## src/rtl/sync_fifo_param_if.sv

```systemverilog
// sync_fifo_param_if: handshake/status bundle between a producer/consumer and
// the sync_fifo_param buffer.
//   master modport : drives clear, write, read, data_in; observes data and status
//   slave modport  : the FIFO side, the mirror image of master
// count is $clog2(DEPTH+1) bits wide so it can represent 0..DEPTH.
interface sync_fifo_param_if #(
    parameter int WIDTH = 8,
    parameter int DEPTH = 16
);
    localparam int CNT_W = $clog2(DEPTH + 1);

    logic             clear;
    logic             write;
    logic             read;
    logic [WIDTH-1:0] data_in;
    logic [WIDTH-1:0] data_out;
    logic             full;
    logic             empty;
    logic             almost_full;
    logic             almost_empty;
    logic [CNT_W-1:0] count;
    logic             overflow;
    logic             underflow;

    modport master (
        output clear, write, read, data_in,
        input  data_out, full, empty, almost_full, almost_empty, count,
               overflow, underflow
    );

    modport slave (
        input  clear, write, read, data_in,
        output data_out, full, empty, almost_full, almost_empty, count,
               overflow, underflow
    );
endinterface

```

## src/rtl/sync_fifo_param.sv

```systemverilog
// sync_fifo_param: single-clock FIFO with arbitrary depth, optional
// first-word fall-through, programmable almost flags, occupancy count,
// overflow/underflow pulses and synchronous flush.
// Ports:
//   clk   : clock, all state changes on the rising edge
//   rst_n : synchronous active-low reset
//   bus   : sync_fifo_param_if.slave (clear/write/read/data_in in,
//           data_out/status/count/error pulses out)
module sync_fifo_param #(
    parameter int WIDTH    = 8,
    parameter int DEPTH    = 16,
    parameter int FWFT     = 0,
    parameter int AF_LEVEL = DEPTH - 2,
    parameter int AE_LEVEL = 2
) (
    input  logic             clk,
    input  logic             rst_n,
    sync_fifo_param_if.slave bus
);
    localparam int IDX_W = (DEPTH > 1) ? $clog2(DEPTH) : 1;
    localparam int CNT_W = $clog2(DEPTH + 1);

    generate
        if (WIDTH < 1) begin : g_bad_width
            $error("sync_fifo_param: WIDTH must be >= 1");
        end
        if (DEPTH < 2) begin : g_bad_depth
            $error("sync_fifo_param: DEPTH must be >= 2");
        end
        if (AF_LEVEL < 1 || AF_LEVEL > DEPTH) begin : g_bad_af
            $error("sync_fifo_param: AF_LEVEL must be in 1..DEPTH");
        end
        if (AE_LEVEL < 0 || AE_LEVEL > DEPTH - 1) begin : g_bad_ae
            $error("sync_fifo_param: AE_LEVEL must be in 0..DEPTH-1");
        end
    endgenerate

    logic [WIDTH-1:0] mem [DEPTH];
    logic [IDX_W-1:0] wr_idx_reg;
    logic [IDX_W-1:0] rd_idx_reg;
    logic [CNT_W-1:0] count_reg;
    logic [CNT_W-1:0] count_next;
    logic             overflow_reg;
    logic             underflow_reg;
    logic             full_w;
    logic             empty_w;
    logic             rd_ok;
    logic             wr_ok;
    logic             flush;

    // Indices wrap explicitly because DEPTH need not be a power of two.
    function automatic logic [IDX_W-1:0] idx_inc(input logic [IDX_W-1:0] idx);
        return (idx == IDX_W'(DEPTH - 1)) ? '0 : idx + 1'b1;
    endfunction

    // Status is decoded from the registered count only.
    assign full_w  = (count_reg == CNT_W'(DEPTH));
    assign empty_w = (count_reg == '0);
    assign flush   = !rst_n || bus.clear;

    // A write into a full FIFO is only taken when a read frees a slot in the
    // same cycle; the freed slot is the one being written (wr_idx == rd_idx).
    assign rd_ok = bus.read && !empty_w;
    assign wr_ok = bus.write && (!full_w || rd_ok);

    always_comb begin
        count_next = count_reg;
        if (wr_ok && !rd_ok) begin
            count_next = count_reg + 1'b1;
        end else if (rd_ok && !wr_ok) begin
            count_next = count_reg - 1'b1;
        end
    end

    always_ff @(posedge clk) begin
        if (flush) begin
            wr_idx_reg    <= '0;
            rd_idx_reg    <= '0;
            count_reg     <= '0;
            overflow_reg  <= 1'b0;
            underflow_reg <= 1'b0;
        end else begin
            if (wr_ok) begin
                wr_idx_reg <= idx_inc(wr_idx_reg);
            end
            if (rd_ok) begin
                rd_idx_reg <= idx_inc(rd_idx_reg);
            end
            count_reg     <= count_next;
            overflow_reg  <= bus.write && !wr_ok;
            underflow_reg <= bus.read && !rd_ok;
        end
    end

    // Storage has no reset so it maps onto block RAM; flush leaves it intact.
    always_ff @(posedge clk) begin
        if (!flush && wr_ok) begin
            mem[wr_idx_reg] <= bus.data_in;
        end
    end

    generate
        if (FWFT == 0) begin : g_reg_read
            logic [WIDTH-1:0] data_out_reg;

            // On a full pass-through the read sees the old word (read before write).
            always_ff @(posedge clk) begin
                if (flush) begin
                    data_out_reg <= '0;
                end else if (rd_ok) begin
                    data_out_reg <= mem[rd_idx_reg];
                end
            end
            assign bus.data_out = data_out_reg;
        end else begin : g_fwft
            // Head word shown directly; forced to zero when nothing is stored.
            assign bus.data_out = empty_w ? '0 : mem[rd_idx_reg];
        end
    endgenerate

    assign bus.full         = full_w;
    assign bus.empty        = empty_w;
    assign bus.almost_full  = (count_reg >= CNT_W'(AF_LEVEL));
    assign bus.almost_empty = (count_reg <= CNT_W'(AE_LEVEL));
    assign bus.count        = count_reg;
    assign bus.overflow     = overflow_reg;
    assign bus.underflow    = underflow_reg;
endmodule

```

## src/flat_wrapper.sv

```systemverilog
// flat-port wrapper written by rule: the top's interface ports become plain ports
module sync_fifo_param_flat 
#(
    parameter int WIDTH    = 8,
    parameter int DEPTH    = 16,
    parameter int FWFT     = 0,
    parameter int AF_LEVEL = DEPTH - 2,
    parameter int AE_LEVEL = 2
)
  (clk, rst_n, bus_clear, bus_write, bus_read, bus_data_in, bus_data_out, bus_full, bus_empty, bus_almost_full, bus_almost_empty, bus_count, bus_overflow, bus_underflow);
  sync_fifo_param_if #(.WIDTH(WIDTH), .DEPTH(DEPTH)) bus_i ();
  input  logic clk;
  input  logic rst_n;
  input wire logic [$bits(bus_i.clear)-1:0] bus_clear;
  input wire logic [$bits(bus_i.write)-1:0] bus_write;
  input wire logic [$bits(bus_i.read)-1:0] bus_read;
  input wire logic [$bits(bus_i.data_in)-1:0] bus_data_in;
  output wire logic [$bits(bus_i.data_out)-1:0] bus_data_out;
  output wire logic [$bits(bus_i.full)-1:0] bus_full;
  output wire logic [$bits(bus_i.empty)-1:0] bus_empty;
  output wire logic [$bits(bus_i.almost_full)-1:0] bus_almost_full;
  output wire logic [$bits(bus_i.almost_empty)-1:0] bus_almost_empty;
  output wire logic [$bits(bus_i.count)-1:0] bus_count;
  output wire logic [$bits(bus_i.overflow)-1:0] bus_overflow;
  output wire logic [$bits(bus_i.underflow)-1:0] bus_underflow;
  assign bus_i.clear = bus_clear;
  assign bus_i.write = bus_write;
  assign bus_i.read = bus_read;
  assign bus_i.data_in = bus_data_in;
  assign bus_data_out = bus_i.data_out;
  assign bus_full = bus_i.full;
  assign bus_empty = bus_i.empty;
  assign bus_almost_full = bus_i.almost_full;
  assign bus_almost_empty = bus_i.almost_empty;
  assign bus_count = bus_i.count;
  assign bus_overflow = bus_i.overflow;
  assign bus_underflow = bus_i.underflow;
  sync_fifo_param #(.WIDTH(WIDTH), .DEPTH(DEPTH), .FWFT(FWFT), .AF_LEVEL(AF_LEVEL), .AE_LEVEL(AE_LEVEL)) u_core (.clk(clk), .rst_n(rst_n), .bus(bus_i));
endmodule
```

## config.mk

```make
export PLATFORM = sky130hd
export DESIGN_NAME = sync_fifo_param_flat
export DESIGN_NICKNAME = d
export VERILOG_FILES = /design/src/rtl/sync_fifo_param_if.sv /design/src/rtl/sync_fifo_param.sv /design/src/flat_wrapper.sv
export SDC_FILE = /design/constraint.sdc
export NUM_CORES = 1
export LEC_CHECK = 0
export CORE_ASPECT_RATIO = 2
export CORE_MARGIN = 3
export CORE_UTILIZATION = 52
export DETAILED_ROUTE_END_ITERATION = 7
export GPL_TIMING_DRIVEN = 1
export PLACE_DENSITY = 0.83
export SYNTH_ARGS = -nofsm -noshare
export SYNTH_HDL_FRONTEND = slang
export SYNTH_SLANG_ARGS = --single-unit
export TNS_END_PERCENT = 1
```

## constraint.sdc

```tcl
create_clock -name clk -period 3.2 [get_ports clk]
set_input_delay 0.96 -clock clk [delete_from_list [all_inputs] [get_ports clk]]
set_output_delay 0.96 -clock clk [all_outputs]
set_load 0.005 [all_outputs]
```

==> impl_metrics.csv <==
group,metric,value,unit
yosys,ys_top_cells_by_area,"edfxtp_1 63%, mux4_2 12%, dfxtp_1 7.5%",
floorplan,die_area,0.0132,mm²
layout,nets,402,
min_path,min-delay-start,"u_core.bus.data_out[3]",
timing,max_slew_margin,40.5,%
clocking,cts_buffers,17,
layout,stdcell_count,534,
floorplan,start_util,53.7,%
clocking,cts_hold_buf,0,
min_path,hold_class,"register to register",
drt,drc_errors,0,
drt,wl_per_cell,23.9,µm
yosys,synth_edf_count,128,
worst_setup_path,critPathMaxStageDelay,0.65,ns
layout,layout-drive-gt1-share,23.7,%
clocking,cts_tree,"built",
yosys,synth.largest_area_cell,"edfxtp_1",
layout,n_antenna_cell,0,
min_path,min_to,"u_core.bus.data_out[3]",
timing,fmax,325,MHz
run_status,status,"complete, no violations",
pwr,powerDensity,661,mW/mm²
layout,most-common-layout-cells,"128 x edfxtp_1, 32 x mux4_2, 31 x clkdlybuf4s50_1",
yosys,netlist_area,0.00613,mm²
worst_setup_path,worst_r2r_path_depth,9,
clocking,clk_path_buf_depth,2,
global_route,grt_pass1_vias,3506,
placed_design,gp_congestion,0.850,
clocking,clock_sinks,151,
placed_design,portBuffers,31,
timing,setup_violations,0,
global_route,antenna_found_initial,0,
floorplan,fp.coreArea,0.0114,mm²
yosys,ys_seq_area_share,70.2,%
clocking,post-cts-setup-buffer-count,0,
floorplan,fp.dieW,82.8,µm
placed_design,placed_cell_area,0.00662,mm²
worst_setup_path,crit_fanout,8,
yosys,netlist_instances,335,
timing,period_minus_slack,3.08,ns
timing,rsz0062_at_grt,"false",
layout,final_area,0.00728,mm²
timing,skew,0.00454,ns
drt,ant_nets,0,
clocking,path_clk_slew,0.06,ns
global_route,overflow,0,
placed_design,hpwl,8560,µm
min_path,min_path_cells,1,
global_route,grt_max_degree,37,
clocking,clkLatencyLatePin,0.42,ns
drt,wl,12700,µm
global_route,grt_pass1_wl,19300,µm
clocking,htreeDepth,4,
yosys,ys_warn_count,0,
yosys,avgSynthCellArea,18.3,µm²
worst_setup_path,critPathLaunch,"u_core.bus.count[0]",
layout,final_common_cell,"edfxtp_1",
yosys,synth_top_area_share,62.7,%
pwr,ir_drop,0.433,mV
worst_setup_path,cp_cell_sequence,"or4_4, nor2_1, clkdlybuf4s50_1",
clocking,cts_resized,0,
timing,setup_tns,0,ns
flow_run,maxCapViolCount,0,
worst_setup_path,end_kind,"output pin",
yosys,ys_seq_elements,151,
timing,hold_ws,0.487,ns
pwr,power_leakage,2.33,nW
yosys,ys_async_sr_fraction,0,%
global_route,gr-usage-all-layers,21.0,%
yosys,synth_cell_type_count,45,
pwr,p_total,4.81,mW
clocking,cts-root-buf,"clkbuf_16",
floorplan,die_h,160,µm
placed_design,dp_cells,502,
layout,largest_register_ffs,128,
timing,finalHoldViolations,0,
worst_setup_path,r2r_end,"u_core.bus.count[4]",
timing,tightestPinTransition,0.889,ns
worst_setup_path,rr_startpoint,"u_core.bus.count[0]",
floorplan,io_pins,32,
drt,drt_pre_antenna_iters,4,
yosys,syn_nets,358,
yosys,synth_ff_type,"edfxtp_1",
drt,initialDrtViolationCount,217,
worst_setup_path,rrSetupSlack,0.40,ns
worst_setup_path,path_class,"register to output pin",
floorplan,row_count,55,
timing,slew_viol_final,0,
worst_setup_path,cp_slowest_cell,"or4_4",
drt,vias,3245,
layout,fillers,762,
drt,via_per_inst,6.08,
timing,min_period_over_period,96.3,%
worst_setup_path,cp.arrival,2.12,ns
worst_setup_path,start_kind,"register",
worst_setup_path,worstPathRequired,2.24,ns
layout,syn2layout_area_growth,18.8,%
Yosys cell counts (2+ instances only):
cell type,instances
nor3_1,4
mux4_2,32
clkbuf_1,8
xor2_1,3
a21oi_1,6
buf_2,5
o22ai_1,8
inv_1,5
buf_6,3
dfxtp_1,23
ha_1,9
nand3_1,3
a31o_2,8
nand2b_1,3
edfxtp_1,128
mux2i_1,22
nor2_1,26
o2111ai_4,2
nand2_1,11
metrics by stage:
step / util, % / setup slack [ns]
6_report: 63.7 / 0.119
5_1_grt: 63.7 / 0.0127
4_1_cts: 63.7 / 0.0923
3_5_place_dp: 58.0 / 0.00188
3_3_place_gp: 58.0 / 0.0517
2_1_floorplan: - / 0.364
worst max-delay path: cells and delay by family, from the launching register on:
family	cells	cell delay [ns]
buf+inv	1	0.52
flops	1	0.38
simple gates	2	0.79
power by group:
part,total (mW),switching [mW],internal (mW)
logic,0.404,0.202,0.202
clock network,2.21,0.747,1.46
registers,2.20,0.0430,2.16
cell families after synthesis:
logic type               synth area share, %
adder cells (fa/ha/maj)                 2.16
AO/OA/AOI/OAI                           5.82
buffers and inverters                   2.22
flip-flops                              70.2
XOR/XNOR                               0.571
AND/OR/NAND/NOR                         3.69
multiplexers                            15.3
metal layers:
| layer | vias to the layer above | wire [µm] | GRT usage [%] |
|---|---|---|---|
| met5 | - | 0 | 0 |
| met4 | 0 | 512 | 12.1 |
| met3 | 31 | 632 | 5.32 |
| met2 | 117 | 7410 | 37.8 |
| met1 | 1667 | 4190 | 20.4 |
| li1 | 1430 | - | - |
how the worst max path moves through the flow:
stage	end	cells past startpoint	slack, ns
floorplan	u_core.bus.count[4]	11	0.36
global placement	u_core.bus.count[4]	9	0.05
detailed placement	u_core.bus.count[4]	9	0.002
CTS	bus_empty	3	0.09
global route	bus_empty	3	0.01
finish	bus_empty	3	0.12
final cells by class:
class	instances	area [µm²]	area share, %
clock inverters	12	224	3.08
multi-input cells	159	1690	23.2
well taps	142	178	2.44
repair buffers	45	428	5.88
flip-flops and latches	151	4310	59.1
inverters	5	18.8	0.258
clock buffers	20	437	6.00
Power figures use the tool's default switching activity.
